### src/rtl/shift_pipe_pkg.sv
// Shared constants and helpers for the shift_pipe block.
package shift_pipe_pkg;

  localparam int DEFAULT_WIDTH = 8;
  localparam int DEFAULT_DEPTH = 4;

  // Width of an occupancy counter that must represent 0..depth inclusive.
  function automatic int count_width(input int depth);
    return $clog2(depth + 1);
  endfunction

endpackage

### src/rtl/shift_pipe_stage.sv
// One pipeline stage: a data word plus its valid flag, with prioritised selects.
module shift_pipe_stage #(
  parameter int WIDTH = 8
) (
  input  logic             clk,
  input  logic             resetn,
  input  logic             flush,
  input  logic             load,
  input  logic             shift_left,
  input  logic             shift_right,
  input  logic [WIDTH-1:0] load_data,
  input  logic [WIDTH-1:0] left_data,
  input  logic             left_valid,
  input  logic [WIDTH-1:0] right_data,
  input  logic             right_valid,
  output logic [WIDTH-1:0] data,
  output logic             valid
);

  logic [WIDTH-1:0] data_reg;
  logic             valid_reg;

  // Flush only drops the flag; the data word is kept for observation.
  always_ff @(posedge clk) begin
    if (!resetn) begin
      data_reg  <= '0;
      valid_reg <= 1'b0;
    end else if (flush) begin
      valid_reg <= 1'b0;
    end else if (load) begin
      data_reg  <= load_data;
      valid_reg <= 1'b1;
    end else if (shift_left) begin
      data_reg  <= left_data;
      valid_reg <= left_valid;
    end else if (shift_right) begin
      data_reg  <= right_data;
      valid_reg <= right_valid;
    end
  end

  assign data  = data_reg;
  assign valid = valid_reg;

endmodule

### src/rtl/shift_pipe.sv
// Bidirectional shift pipeline with parallel load, flush and occupancy count.
// Define SHIFT_PIPE_TAPS_EN to expose every stage's data on the Taps output.
module shift_pipe
  import shift_pipe_pkg::*;
#(
  parameter int WIDTH = DEFAULT_WIDTH,
  parameter int DEPTH = DEFAULT_DEPTH
) (
  input  logic                            Clock,
  input  logic                            Resetn,
  input  logic                            Flush,
  input  logic                            Load,
  input  logic                            En,
  input  logic                            Dir,
  input  logic [WIDTH-1:0]                D,
  input  logic [WIDTH*DEPTH-1:0]          P,
  output logic [WIDTH-1:0]                Q,
  output logic                            Valid,
  output logic [count_width(DEPTH)-1:0]   Count,
  output logic                            Full
`ifdef SHIFT_PIPE_TAPS_EN
  ,
  output logic [WIDTH*DEPTH-1:0]          Taps
`endif
);

  localparam int CW = count_width(DEPTH);

  logic [WIDTH-1:0] stage_data  [DEPTH];
  logic             stage_valid [DEPTH];
  logic             shift_left;
  logic             shift_right;
  logic [CW-1:0]    valid_count;

  assign shift_left  = En & ~Dir;
  assign shift_right = En & Dir;

  genvar gi;
  generate
    for (gi = 0; gi < DEPTH; gi++) begin : g_stage
      logic [WIDTH-1:0] left_data;
      logic             left_valid;
      logic [WIDTH-1:0] right_data;
      logic             right_valid;

      // End stages take serial input D in place of the missing neighbour.
      if (gi == 0) begin : g_left_in
        assign left_data  = D;
        assign left_valid = 1'b1;
      end else begin : g_left_nb
        assign left_data  = stage_data[gi-1];
        assign left_valid = stage_valid[gi-1];
      end

      if (gi == DEPTH - 1) begin : g_right_in
        assign right_data  = D;
        assign right_valid = 1'b1;
      end else begin : g_right_nb
        assign right_data  = stage_data[gi+1];
        assign right_valid = stage_valid[gi+1];
      end

      shift_pipe_stage #(
        .WIDTH(WIDTH)
      ) u_stage (
        .clk        (Clock),
        .resetn     (Resetn),
        .flush      (Flush),
        .load       (Load),
        .shift_left (shift_left),
        .shift_right(shift_right),
        .load_data  (P[gi*WIDTH +: WIDTH]),
        .left_data  (left_data),
        .left_valid (left_valid),
        .right_data (right_data),
        .right_valid(right_valid),
        .data       (stage_data[gi]),
        .valid      (stage_valid[gi])
      );

`ifdef SHIFT_PIPE_TAPS_EN
      assign Taps[gi*WIDTH +: WIDTH] = stage_data[gi];
`endif
    end
  endgenerate

  // Output end follows Dir combinationally so a direction change is seen at once.
  assign Q     = Dir ? stage_data[0]  : stage_data[DEPTH-1];
  assign Valid = Dir ? stage_valid[0] : stage_valid[DEPTH-1];

  always_comb begin
    valid_count = '0;
    for (int i = 0; i < DEPTH; i++) begin
      valid_count = valid_count + CW'(stage_valid[i]);
    end
  end

  assign Count = valid_count;
  assign Full  = (valid_count == CW'(DEPTH));

endmodule

### config.mk
export PLATFORM = sky130hd
export DESIGN_NAME = shift_pipe
export DESIGN_NICKNAME = d
export VERILOG_FILES = /design/src/rtl/shift_pipe_pkg.sv /design/src/rtl/shift_pipe_stage.sv /design/src/rtl/shift_pipe.sv
export SDC_FILE = /design/constraint.sdc
export NUM_CORES = 1
export LEC_CHECK = 0
export ABC_AREA = 1
export CAP_MARGIN = 30
export CORE_MARGIN = 5
export CORE_UTILIZATION = 50
export DETAILED_ROUTE_END_ITERATION = 16
export GPL_ROUTABILITY_DRIVEN = 0
export PLACE_DENSITY = 0.81
export SYNTH_ARGS = -nofsm -noshare
export SYNTH_HDL_FRONTEND = slang
export SYNTH_SLANG_ARGS = --single-unit
### constraint.sdc
create_clock -name Clock -period 2.55 [get_ports Clock]
set_input_delay 0.51 -clock Clock [delete_from_list [all_inputs] [get_ports Clock]]
set_output_delay 0.51 -clock Clock [all_outputs]
set_load 0.02 [all_outputs]
# --- Word-level counts from Yosys, hierarchy flattened ---
# Cells that the tools add are included.
word_totals:
  register_bits: 36
  input_bits: 46
  output_inout_bits: 13
  elab_cells: 46
classes:
  n_addsub: 3
  n_eq_ne: 1
  mux: 26
  bitwise_logic: 5
  n_reduce_logical: 3
ops:
  columns: ["operator", "count"]
  rows:
  - ["$mux W8", 13]
  - ["$mux W1", 13]
  - ["$add A2 B1 Y3", 1]
  - ["$add A3 B1 Y3", 1]
  - ["$eq A3 B3 Y1 const B", 1]
  - ["$not A1 Y1", 3]
  - ["$reduce_bool A3 Y1", 1]
  - ["$add A1 B1 Y2", 1]
  - ["$and A1 B1 Y1", 2]
  - ["$reduce_and A2 Y1", 1]
  - ["$reduce_or A2 Y1", 1]

# --- Depth between registers and ports, before layout ---
# Gate-level depths: netlist of the first run.
depth:
  ltp_word: 4
  ltp_mapped: 8
  depth_no_buf: 7

# --- Cells and area by module ---
# Synthesis of the first run repeated with hierarchy kept, for this count alone.
hier_totals:
  hier_cells: 465
  area_unflattened_um2: 2642.5
modules_own_cells:
  columns: ["mod", "instances", "cells_per_inst", "area_per_inst_um2", "seq_area_each_um2"]
  rows:
  - ["shift_pipe_stage", 4, 105, 608.1, 180.2]
  - ["shift_pipe", 1, 45, 210.2, 0.0]

# --- Worst setup path after synthesis of the first run ---
# OpenSTA, ideal clock, no wires.
synth_path:
  path_kind: "reg2out"
  startpoint: "reg g_stage[1].u_stage.valid_reg"
  endpoint: "out Full"
  t_arrival_ns: 2.040
  required_ns: 2.040
  setup_slack_ns: 0.000
  path_stages_with_launch: 7
  path_buffers: 0
  path_cell_list: "dfxtp_1 -> inv_1 -> fa_1 -> inv_1 -> ha_1 -> ha_1 -> nor3b_1"
synth_between:
  elab_chain_cells: 4
synth_rtl:
  columns: ["item", "line", "text"]
  rows:
  - ["start, declared", "shift_pipe_stage.sv:21", "logic valid_reg;"]
  - ["start signal, assigned", "shift_pipe_stage.sv:35", "valid_reg <= left_valid;"]
  - ["start signal, assigned", "shift_pipe_stage.sv:38", "valid_reg <= right_valid;"]
  - ["$add A1 B1 Y2", "shift_pipe.sv:94", "valid_count = valid_count + CW'(stage_valid[i]);"]
  - ["$add A2 B1 Y3", "shift_pipe.sv:94", null]
  - ["$add A3 B1 Y3", "shift_pipe.sv:94", null]
  - ["via Count[1]", "shift_pipe.sv:19", "output logic [count_width(DEPTH)-1:0] Count,"]
  - ["$eq A3 B3 Y1", "shift_pipe.sv:99", "assign Full = (valid_count == CW'(DEPTH));"]
  - ["end, declared", "shift_pipe.sv:20", "output logic Full"]
# The timed path passes the listed nets, and every way through them passes these cells.

# --- Worst setup path in the final report of the first run ---
layout_path:
  startpoint: "reg g_stage[1].u_stage.valid_reg"
  endpoint: "out Full"
layout_between:
  elab_chain_cells: 4
layout_rtl:
  columns: ["item", "line"]
  rows:
  - ["$add A1 B1 Y2", "shift_pipe.sv:94"]
  - ["$add A2 B1 Y3", "shift_pipe.sv:94"]
  - ["$add A3 B1 Y3", "shift_pipe.sv:94"]
  - ["$eq A3 B3 Y1", "shift_pipe.sv:99"]
# No other way between the ends.

==> impl_metrics.toml, run 1 <==
[route]
wl_per_cell_um = 12.86
vias_per_cell = 5.090
via_count = 2774
drc = 0
first_iter_violations = 271
wl_um = 7011
dr.pass1.iters = 5
ant_nets = 0

[power_and_ir_drop]
powerDensity_mw_per_mm2 = 470.9
power_leakage_nw = 1.497
peakVddDrop_mv = 0.2724
power.total_mw = 1.516

[critical_path]
crit_required_ns = 2.04
ff2ff_path_depth = 5
crit_type = "flop to output port"
worstPathArrival_ns = 1.97
path_cells = "inv_2 -> fa_1 -> inv_1 -> ha_2 -> ha_4 -> nor3b_2 -> buf_4"
r2r-start = "g_stage[0].u_stage.valid"
cp-end-kind = "output port"
crit_slowest_cell = "fa_1"
worstReg2RegEnd = "g_stage[1].u_stage.valid"
startpoint_type = "flop"
slowest_delay_ns = 0.54
critPathMaxFanout = 2
rrSetupSlack_ns = 1.59

[layout]
antenna_cells = 0
fill_cells = 429
ff_latch_area_um2 = 723.2
drive_gt1_share_pct = 9.623
area_delta_synth_final_pct = 31.81
multi_input_area_mm2 = 0.001441
fin_nets = 526
largest_register_ffs = 32

[min_path]
holdPathStages = 4
min_from = "g_stage[1].u_stage.data[3]"
hold_path.class = "flop to flop"
holdPathEnd = "g_stage[1].u_stage.data[3]"

[sta]
whs_ns = 0.5312
rsz0062_at_grt = "yes"
relSlewSlack_pct = 63.49
period_minus_slack_ns = 2.481
worst_slack_ns = 0.06889
finalCritPeriodShare_pct = 97.30
tns_ns = 0
finalHoldViolCount = 0
setup_viol = 0
max_freq_mhz = 403.0
worst_pin_slew_ns = 0.5460
drv_slew = 0
clock_skew_ns = 0.004191

[synthesis]
netlist_top_cells_count = "nand2_1, nand3_1, nor2_1"
netlist_area_mm2 = 0.002442
synth-main-ff-cell = "dfxtp_1"
synth_cells = 427
netlist.area_leader.share_pct = 29.51
async_reset_ff_share_pct = 0
synth_most_common_cell = "nand2_1"
ys.warnings.count = 0
yosysTopAreaCell = "dfxtp_1"
synth_area_leaders = "dfxtp_1, nand2_1, nand3_1, nor2_1, a21oi_1"
synth_cell_types = 21
ys_seq_area_share_pct = 29.51
ys_ff_latch = 36
synth-edff-count = 0
synth_area_per_cell_um2 = 5.720
syn-num-nets = 476

[grt]
antenna_found_initial = 0
grt_pass1_vias = 2430
grt_max_degree = 44
gr-total-overflow = 0
grt_usage_pct = 22.79
grt_pass1_wl_um = 11630

[status]
outcome = "finished clean"

[clock_tree]
root_buffer = "clkbuf_8"
cts_sinks = 36
holdBufCountCts = 0
clock_path_buffers = 2
cts_setup_buffers = 0
cts_tree = "done"
clk_pin_slew_ns = 0.07
cts-buffers-inserted = 5
htree_levels = 2
clock_latency_ns = 0.29

[floorplanning]
die_h_um = 79.89
die_area_mm2 = 0.006382
core_area_mm2 = 0.004723
num_io_pins = 59
row_count = 25
initial_core_util_pct = 51.71
die_w_um = 79.89

[placement]
portBuffers = 58
dpl_worst_slack_ns = -0.2339
dpl.hpwl_um = 4769

[flow_run]
cap_violations = 0
==> cell type report <==
type / instances / area share, %
clock buffers: 8 / 2.798
multi-input cells: 318 / 44.77
flip-flops and latches: 36 / 22.46
repair buffers: 74 / 22.46
well taps: 67 / 2.604
inverters: 42 / 4.897
==> stage by stage <==
step	utilization, %	instance area [µm²]	instances
3_5_place_dp	65.93	3114	537
6_report	68.16	3219	545
4_1_cts	67.66	3196	545
5_1_grt	68.16	3219	545
2_1_floorplan	-	2447	427
3_3_place_gp	65.93	3114	537
==> worst max path at each step <==
| stage | from | end | slack [ns] |
|---|---|---|---|
| 3_5_place_dp | g_stage[1].u_stage.valid | Full | -0.23 |
| 3_3_place_gp | g_stage[1].u_stage.valid | Full | -0.14 |
| 6_report | g_stage[1].u_stage.valid | Full | 0.07 |
| 5_1_grt | g_stage[1].u_stage.valid | Full | -0.006 |
| 2_1_floorplan | g_stage[1].u_stage.valid | Full | 0.19 |
| 4_1_cts | g_stage[1].u_stage.valid | Count[1] | -0.09 |
==> per-layer routing <==
layer	vias up	wire length, µm	GRT usage (%)
met4	0	82	6.757
met1	1222	3063	30.79
li1	1431	-	-
met3	7	536	3.725
met2	114	3328	37.09
met5	-	0	0
==> layout by cell type, fill, tap and decap left out, drive strengths merged, types with 2 or more instances in the layout <==
cell type,synthesis,routed
inv,42,42
or2,11,11
dfxtp,36,36
clkbuf,17,9
clkdlybuf4s50,0,51
dlymetal6s2s,0,3
buf,14,17
o21ai,14,14
nand3,65,65
a21oi,35,35
dlygate4sd2,0,2
ha,2,2
nand2,131,131
nor2,56,56
==> critical path: cells and delay by family, from the launching register on <==
kind          cells  cell delay [ns]
flops             1             0.34
simple gates      1             0.15
fa+ha+maj         3             0.94
buf+inv           3             0.26
==> power by group <==
group | internal, mW | total (mW) | switching, mW
Combinational | 0.205 | 0.443 | 0.238
Sequential | 0.609 | 0.643 | 0.0333
Clock | 0.221 | 0.430 | 0.210
Total | 1.04 | 1.52 | 0.481
==> logic make-up after synthesis <==
group,after synthesis,share of synthesized area [%]
compound gates,51,10.55
fa+ha+maj,3,1.844
buf+inv,73,12.29
flops,36,29.51
simple gates,264,45.80
==> what timing repair did <==
action | 4_1_cts | 5_1_grt
endpoints found under the setup margin | 4 | 6
pin swaps | 0 | 1
resized for setup | 7 | 11
Note: power is estimated with default switching activity, not from simulation.
==> run 2: changes to the inputs <==
--- a/config.mk
+++ b/config.mk
@@ -8,10 +8,11 @@
 export ABC_AREA = 1
 export CAP_MARGIN = 30
 export CORE_MARGIN = 5
-export CORE_UTILIZATION = 50
+export CORE_UTILIZATION = 63
 export DETAILED_ROUTE_END_ITERATION = 16
+export DONT_BUFFER_PORTS = 1
 export GPL_ROUTABILITY_DRIVEN = 0
-export PLACE_DENSITY = 0.81
+export PLACE_DENSITY = 0.79
 export SYNTH_ARGS = -nofsm -noshare
 export SYNTH_HDL_FRONTEND = slang
 export SYNTH_SLANG_ARGS = --single-unit
==> run 2 against run 1 <==
Worst hold slack got worse by 0.19 ns. Largest power group unchanged. Critical path depth unchanged. Clock skew about the same. Die area decreased by 18%. Cell area decreased by 22%. Via count decreased by 9.3%. Clock power decreased by 10%. Global-route usage increased by 3.3 points. Sequential share of layout area increased by 6.2 points. Largest cell class unchanged.
==> impl_metrics.toml, run 2 (same netlist as run 1, synthesis figures left out) <==
[status]
outcome = "finished clean"

[clock_tree]
clock_path_buffers = 2
root_buffer = "clkbuf_8"
cts_tree = "done"
htree_levels = 2
cts_sinks = 36
clk_pin_slew_ns = 0.07
cts-buffers-inserted = 5
clock_latency_ns = 0.29
holdBufCountCts = 0

[critical_path]
startpoint_type = "flop"
crit_type = "flop to output port"
worstReg2RegEnd = "g_stage[1].u_stage.data[3]"
cp-startpoint = "g_stage[1].u_stage.valid"
critPathMaxFanout = 3
rrSetupSlack_ns = 1.70
cp-end-kind = "output port"
worstPathArrival_ns = 1.94
r2r-start = "g_stage[0].u_stage.data[3]"
ff2ff_path_depth = 4
crit_required_ns = 2.04

[floorplanning]
num_io_pins = 59
die_area_mm2 = 0.005222
die_w_um = 72.27
initial_core_util_pct = 65.72
core_area_mm2 = 0.003716
row_count = 22
die_h_um = 72.27

[sta]
relSlewSlack_pct = 50.40
period_minus_slack_ns = 2.451
rsz0062_at_grt = "no"
finalCritPeriodShare_pct = 96.12
worst_slack_ns = 0.09901
tns_ns = 0
finalHoldViolCount = 0
drv_slew = 0
clock_skew_ns = 0.004667
max_freq_mhz = 408.0
worst_pin_slew_ns = 0.7362
setup_viol = 0

[layout]
largest_register_ffs = 32
fill_cells = 375
final_cell_mix = "nand2_1, nand3_1, nor2_1"
antenna_cells = 0
fin_nets = 459
area_delta_synth_final_pct = 3.381
drive_gt1_share_pct = 8.780
final_common_cell = "nand2_1"

[flow_run]
cap_violations = 0

[grt]
grtUsageMet1_pct = 35.90
grt_max_degree = 45
grtUsageMet3_pct = 6.925
grt_use_met2_pct = 39.53
antenna_found_initial = 0
grt.busiest_layer = "met2"
grt_pass1_vias = 2258
grt_pass1_wl_um = 10810
grt_usage_pct = 26.05
gr-total-overflow = 0

[placement]
dpl_worst_slack_ns = 0.2457
dpl.hpwl_um = 4205
portBuffers = 0

[power_and_ir_drop]
peakVddDrop_mv = 0.3043
powerDensity_mw_per_mm2 = 526.6
power.total_mw = 1.330
power_leakage_nw = 1.168

[route]
first_iter_violations = 195
dr.pass1.iters = 5
wl_um = 6514
drc = 0
wl_per_cell_um = 14.22
vias_per_cell = 5.496
ant_nets = 0
via_count = 2517

[min_path]
hold_path.class = "input port to flop"
holdPathEnd = "g_stage[0].u_stage.data[0]"
min_from = "Resetn"
holdPathStages = 2
run 2: cell types whose count changed in the layout (fill, tap and decap cells not counted), moves of 2 or more:
cell / before / now
buf_4: 15 / 6
dlygate4sd2_1: 2 / 0
dlymetal6s2s_1: 3 / 0
clkdlybuf4s50_1: 51 / 0
run 2: timing repair:
item | 4_1_cts | 5_1_grt
endpoints found under the setup margin | 1 | 1
setup buffers | 0 | 1
gates cloned | 0 | 0
pin swaps | 0 | 1
gates resized for setup | 2 | 4
run 2: layer usage:
metal  vias up  share of wire [%]
met5         -                  0
li1       1300                  -
met1      1104                 45
met4         0                1.4
met2       105                 44
met3         8                9.1
run 2: power breakdown:
part	internal, mW	switching (mW)	total, mW
logic	0.112	0.189	0.301
registers	0.610	0.0334	0.643
clock network	0.186	0.200	0.385
total	0.907	0.422	1.33
run 2: through the flow:
step | cell area [µm²] | instances | util, % | hold WS, ns
after global routing | 2525 | 458 | 67.95 | 0.3262
final | 2525 | 458 | 67.95 | 0.3396
after detailed placement | 2422 | 450 | 65.19 | 0.5186
after floorplan | 2447 | 427 | - | 0.4910
after CTS | 2514 | 457 | 67.64 | 0.3286
after global placement | 2422 | 450 | 65.19 | 0.5165
run 2: worst max path at each step:
stage / end / cells past startpoint / slack, ns
after floorplan: Full / 6 / 0.19
after global placement: Full / 7 / 0.31
after detailed placement: Full / 7 / 0.25
after CTS: Full / 7 / 0.02
after global routing: Full / 7 / 0.02
final: Full / 7 / 0.1
run 2: worst max-delay path, cell delays in order (launching register included):
cell and delay [ns]:
dfxtp_2 0.34, inv_2 0.05, fa_1 0.53, inv_1 0.04
ha_2 0.17, ha_4 0.22, nor3b_2 0.14, buf_4 0.16
run 2: cell type report:
type | instances | area (µm²) | share of cell area (%)
well taps | 48 | 60.06 | 2.379
clock buffers | 6 | 72.57 | 2.874
inverters | 42 | 157.7 | 6.244
flip-flops and latches | 36 | 723.2 | 28.64
repair buffers | 7 | 65.06 | 2.577
multi-input cells | 318 | 1441 | 57.09
clock inverters | 1 | 5.005 | 0.1982
